<file path="src/rtl/washer_pkg.sv">
// Shared definitions for the washing-machine plant model and its controller:
// default timing/level constants, controller state encodings and a small
// saturating-increment helper used by the plant timers.
package washer_pkg;

   localparam int LEVEL_MAX_DEF  = 8;
   localparam int CYCLE_TIME_DEF = 16;
   localparam int SPIN_TIME_DEF  = 12;
   localparam int DET_TIME_DEF   = 4;

   typedef enum logic [2:0] {
      CHECK_DOOR    = 3'd0,
      FILL_WATER    = 3'd1,
      ADD_DETERGENT = 3'd2,
      WASH_CYCLE    = 3'd3,
      DRAIN_WATER   = 3'd4,
      SPIN          = 3'd5
   } ctrl_state_t;

   // Increment by one but never move past the limit, so counters park at
   // their terminal value instead of wrapping.
   function automatic logic [7:0] sat_inc(input logic [7:0] value,
                                          input logic [7:0] limit);
      logic [7:0] result;
      result = value;
      if (value < limit) begin
         result = value + 8'd1;
      end
      return result;
   endfunction

endpackage

</file>
<file path="src/rtl/wm_sat_timer.sv">
// Saturating 8-bit cycle timer. Counts enabled edges up to TERM and holds
// there; clear wins over enable on the same edge. done is decoded from the
// count register so it never depends combinationally on enable/clear.
module wm_sat_timer
   import washer_pkg::*;
#(
   parameter int TERM = 4
) (
   input  logic clk,
   input  logic reset_n,
   input  logic enable,
   input  logic clear,
   output logic done
);

   localparam logic [7:0] TERM_L = 8'(TERM);

   logic [7:0] count;

   // Count register: reset and clear both return to zero, clear first.
   always_ff @(posedge clk) begin
      if (!reset_n) begin
         count <= 8'd0;
      end else if (clear) begin
         count <= 8'd0;
      end else if (enable) begin
         count <= sat_inc(count, TERM_L);
      end
   end

   assign done = (count == TERM_L);

endmodule

</file>
<file path="src/rtl/washer_plant.sv">
// Behavioural plant model of a washing machine: water level, door latch,
// cycle/spin/detergent timers and a sticky safety fault. Every output comes
// straight from a register (or a decode of one) so the controller can drive
// its commands combinationally from these outputs without forming a loop.
module washer_plant
   import washer_pkg::*;
#(
   parameter int LEVEL_MAX  = LEVEL_MAX_DEF,
   parameter int CYCLE_TIME = CYCLE_TIME_DEF,
   parameter int SPIN_TIME  = SPIN_TIME_DEF,
   parameter int DET_TIME   = DET_TIME_DEF
) (
   input  logic       clk,
   input  logic       reset_n,
   input  logic       fill_value_on,
   input  logic       drain_value_on,
   input  logic       motor_on,
   input  logic       door_lock,
   input  logic       soap_wash,
   input  logic       door_close_req,
   input  logic       door_open_req,
   output logic       door_close,
   output logic       filled,
   output logic       drained,
   output logic       detergent_added,
   output logic       cycle_timeout,
   output logic       spin_timeout,
   output logic [7:0] water_level,
   output logic       fault
);

   localparam logic [7:0] LEVEL_MAX_L = 8'(LEVEL_MAX);

   logic [7:0] level;
   logic [7:0] level_next;
   logic       fill_ok;
   logic       drain_ok;
   logic       soap_prev;
   logic       soap_rise;
   logic       spin_active;

   // Filling needs a closed, locked door; opening both valves at once holds.
   assign fill_ok  = fill_value_on & ~drain_value_on & door_lock & door_close
                     & (level < LEVEL_MAX_L);
   assign drain_ok = drain_value_on & ~fill_value_on & (level != 8'd0);

   // Next water level: step up, step down or hold, saturating at both ends.
   always_comb begin
      level_next = level;
      if (fill_ok) begin
         level_next = level + 8'd1;
      end else if (drain_ok) begin
         level_next = level - 8'd1;
      end
   end

   // Level register.
   always_ff @(posedge clk) begin
      if (!reset_n) begin
         level <= 8'd0;
      end else begin
         level <= level_next;
      end
   end

   // Door latch: a close request always wins; opening is refused while locked.
   always_ff @(posedge clk) begin
      if (!reset_n) begin
         door_close <= 1'b0;
      end else if (door_close_req) begin
         door_close <= 1'b1;
      end else if (door_open_req && !door_lock) begin
         door_close <= 1'b0;
      end
   end

   // Sticky fault: running the drum with the door open or filling unlocked.
   always_ff @(posedge clk) begin
      if (!reset_n) begin
         fault <= 1'b0;
      end else if ((motor_on && !door_close) || (fill_value_on && !door_lock)) begin
         fault <= 1'b1;
      end
   end

   // Previous soap_wash sample, used to spot the start of a detergent dose.
   always_ff @(posedge clk) begin
      if (!reset_n) begin
         soap_prev <= 1'b0;
      end else begin
         soap_prev <= soap_wash;
      end
   end

   assign soap_rise   = soap_wash & ~soap_prev;
   assign spin_active = drain_value_on & (level == 8'd0);

   wm_sat_timer #(.TERM(CYCLE_TIME)) u_cycle_timer (
      .clk     (clk),
      .reset_n (reset_n),
      .enable  (motor_on),
      .clear   (~motor_on),
      .done    (cycle_timeout)
   );

   wm_sat_timer #(.TERM(SPIN_TIME)) u_spin_timer (
      .clk     (clk),
      .reset_n (reset_n),
      .enable  (spin_active),
      .clear   (~spin_active),
      .done    (spin_timeout)
   );

   // The detergent timer starts on a soap_wash rising edge and keeps running
   // for as long as soap_wash stays high; dropping soap_wash clears it.
   wm_sat_timer #(.TERM(DET_TIME)) u_det_timer (
      .clk     (clk),
      .reset_n (reset_n),
      .enable  (soap_wash & (soap_rise | soap_prev)),
      .clear   (~soap_wash),
      .done    (detergent_added)
   );

   assign water_level = level;
   assign filled      = (level == LEVEL_MAX_L);
   assign drained     = (level == 8'd0);

endmodule

</file>
<file path="config.mk">
export PLATFORM = sky130hd
export DESIGN_NAME = washer_plant
export DESIGN_NICKNAME = d
export VERILOG_FILES = /design/src/rtl/washer_pkg.sv /design/src/rtl/wm_sat_timer.sv /design/src/rtl/washer_plant.sv
export SDC_FILE = /design/constraint.sdc
export NUM_CORES = 1
export LEC_CHECK = 0
export BUFFER_PORTS_ARGS = -buffer_cell sky130_fd_sc_hd__clkbuf_2
export CORE_ASPECT_RATIO = 0.9
export CORE_UTILIZATION = 40
export DETAILED_ROUTE_END_ITERATION = 6
export PLACE_DENSITY = 0.67
export REMOVE_ABC_BUFFERS = 1
export SLEW_MARGIN = 10
export SYNTH_ARGS = -nofsm -noshare
export SYNTH_HDL_FRONTEND = slang
export SYNTH_SLANG_ARGS = --single-unit
export TNS_END_PERCENT = 10
</file>
<file path="constraint.sdc">
create_clock -name clk -period 2.4 [get_ports clk]
set_input_delay 0 -clock clk [delete_from_list [all_inputs] [get_ports clk]]
set_output_delay 0 -clock clk [all_outputs]
set_load 0.05 [all_outputs]
</file>
==> reports/qor.txt <==
Fmax: 0.435 GHz
Highest-delay cell along the critical path: dfxtp_2
CTS clk-pin slew, worst paths: 70 ps
Finished Core Util: 0.543
Row count: 21
Worst Hold Class: input pin to flop
# setup viols final: 0
Routed len/inst: 12.3 µm
WHS: 9.21 ps
Slowest stage delay, CP: 330 ps
Clock sink count: 34
Vias/cell: 4.98
Leak pwr: 0.942 nW
Post-DP HPWL: 2220 µm
CTS Buf Count: 5
CTS HTree Levels: 2
Initial antenna violation count: 0
Vias in the first global route: 1200
Crit path time final: 2300 ps
Ant diodes: 0
Max VDD drop: 1.12 mV
Starting DRC count in detailed routing: 47
TritonCTS clock tree: done
Setup crit start: water_level[6]$_SDFFE_PN0P_
Length of the first detailed-routing pass in iterations: 4
Post-synthesis cell area: 1620 µm²
Sequential cell area: 682 µm²
Worst-Margin Slew: 723 ps
Fillers: 367
Initial Util: 0.427
Final Skew: 5.01 ps
Synth top area share: 0.421
Unrepaired setup endpoints after global routing: true
WP data arrival: 2440 ps
DIE AREA: 4300 µm²
Residual DRC: 0
Area Growth Syn to Fin: 27.1%
Worst EP required: 2540 ps
I/O pin total: 24
Sequential fraction of the synthesis area: 0.421
CTS Root Cell: clkbuf_8
CTS max path bufs: 2
Hold EP: door_close$_SDFFE_PN0P_
CP Cell Sequence: nor4_4 -> and3_4 -> clkinvlp_4 -> buf_12 -> ha_4 -> a211oi_4 -> o211ai_1 -> and3_1 -> a211oi_1 -> a311oi_1
Core ar.: 3780 µm²
R2R setup slack: 100 ps
GP Congestion: 0.763
Crit path buf inv count: 2
Hold Path Depth: 4
RR Endpoint: water_level[7]$_SDFFE_PN0P_
Slew margin rel.: 0.514
Routed wire length: 3160 µm
Final nets: 234
DIE HEIGHT: 62.3 µm
Crit share post-route: 0.957
Synth top area cells: dfxtp_1 42%, ha_1 9.3%, nor2_1 5.1%
Post-synth top area cell: dfxtp_1
CP startpoint kind: flop
YS warnings: 0
First-pass GRT wire length: 5310 µm
Vias: 1285
Synth Area per Inst: 9.40 µm²
Port Buf Inserts: 23
Crit. End Element: flop
Setup TNS: 0 ps
RR Startpoint: water_level[6]$_SDFFE_PN0P_
Multi-input gate area: 973 µm²
Layout cells sized above 1: 0.269
Synth Register Bits: 34
Final ANT Viol Nets: 0
Final Hold Vio Count: 0
Die Wd: 69.0 µm
Total Power: 2.81 mW
Status: finished clean
Max-capacitance violation count: 0
PwrDens: 1370 nW/µm²
Cell variety after synth: 35
Largest net degree at the start of global routing: 17
Critical Setup Path Class: flop to flop
Pins Over Slew Limit: 0
GRT Residual Overflow: 0
Crit path max fanout: 7
Global Route Usage Sum: 0.154
CP delay by family, top: simple AND/OR/NAND/NOR gates
R2R cell count: 10
Syn Inst Count: 172
Clk_lat worst skew: 280 ps
HP Start: door_open_req
power by group:
part / internal, mW / leakage, nW / total, mW / switching [mW]
registers: 0.645 / 0.277 / 0.745 / 0.0995
logic: 0.713 / 0.627 / 1.68 / 0.970
clock network: 0.199 / 0.0383 / 0.385 / 0.185
worst max path at each step:
stage          slack (ps)                          end  cells after the start
6_report              100  water_level[7]$_SDFFE_PN0P_                     10
4_1_cts                20  water_level[7]$_SDFFE_PN0P_                      9
2_1_floorplan        -170  water_level[7]$_SDFFE_PN0P_                      9
3_5_place_dp          -30  water_level[7]$_SDFFE_PN0P_                      9
5_1_grt               -20  water_level[4]$_SDFFE_PN0P_                     11
3_3_place_gp           30  water_level[7]$_SDFFE_PN0P_                      9
tightest hold or removal path, stage by stage:
cell,delay (ps)
clkbuf_2,80
nand2_1,60
a21oi_1,60
nor2_1,70
cell usage after synthesis:
cell and number:
a211oi_1 3, a21o_1 2, a21oi_1 8, a221oi_1 1, a311oi_1 1, a311oi_2 1
a41oi_1 2, and2_1 4, and3_1 11, and3_2 2, and3_4 1, and4_1 1
and4b_1 1, clkbuf_1 1, dfxtp_1 34, fa_1 1, ha_1 12, inv_1 12
mux2i_1 5, nand2_1 9, nand3_1 6, nand4_1 1, nor2_1 22, nor2_4 1
nor3_1 3, nor3_2 1, nor4_1 2, nor4_2 1, nor4_4 1, o211ai_1 1
o21ai_0 6, o21bai_1 2, or4_1 1, xnor2_1 5, xor2_1 7
cells in the final DEF (no fill, tap or decap), drive strengths merged, types with 2 or more instances in the layout:
cell and n:
mux2i 5, a21oi 8, a211oi 3, a21o 2
clkbuf 30, inv 11, nor2 23, buf 10
nor3 4, and2 4, o21ai 6, a41oi 2
nand2 9, xor2 7, a311oi 2, dfxtp 34
o21bai 2, and3 14, nand3 6, nor4 4
xnor2 5, ha 12
timing repair:
item                                    CTS  global route
endpoints found under the setup margin    1             4
pin swaps                                 0            12
gates cloned                              0             0
endpoints found under the hold margin     1             0
resized for setup                         1            14
hold buffers                              1             0
buffers inserted                          0             2
through the flow:
stage	instances	cell area, µm²	setup WS, ps
2_1_floorplan	171	1610	-166
3_3_place_gp	248	1850	30.5
3_5_place_dp	248	1850	-29.4
4_1_cts	256	1940	20.3
5_1_grt	258	2050	-21.3
6_report	258	2050	103
state kept, by name, indices dropped and copies added, names as in the netlist:
name / cells
u_det_timer.count: 8
door_close: 1
u_spin_timer.count: 8
u_cycle_timer.count: 8
fault: 1
water_level: 8
logic make-up after synthesis:
logic type,Yosys count,share of synthesized area
AND/OR/NAND/NOR,68,0.236
flip-flops,34,0.421
AO/OA/AOI/OAI,27,0.111
buffers and inverters,13,0.0302
adder cells (fa/ha/maj),13,0.105
XOR/XNOR,12,0.0650
multiplexers,5,0.0310
layout make-up:
class,count,share of cell area
inverter,12,0.0238
multi-input combinational,125,0.474
sequential,34,0.332
clock buffer,7,0.0371
tap,46,0.0280
timing repair buffer,34,0.105
metal layers:
layer | global-route usage | vias to the layer above | routed length (µm)
met5 | 0 | - | 0
met3 | 0.0438 | 4 | 77
met2 | 0.244 | 15 | 1490
met4 | 0.0689 | 0 | 41
li1 | - | 678 | -
met1 | 0.195 | 588 | 1550
(Power assumes the default switching activity.)
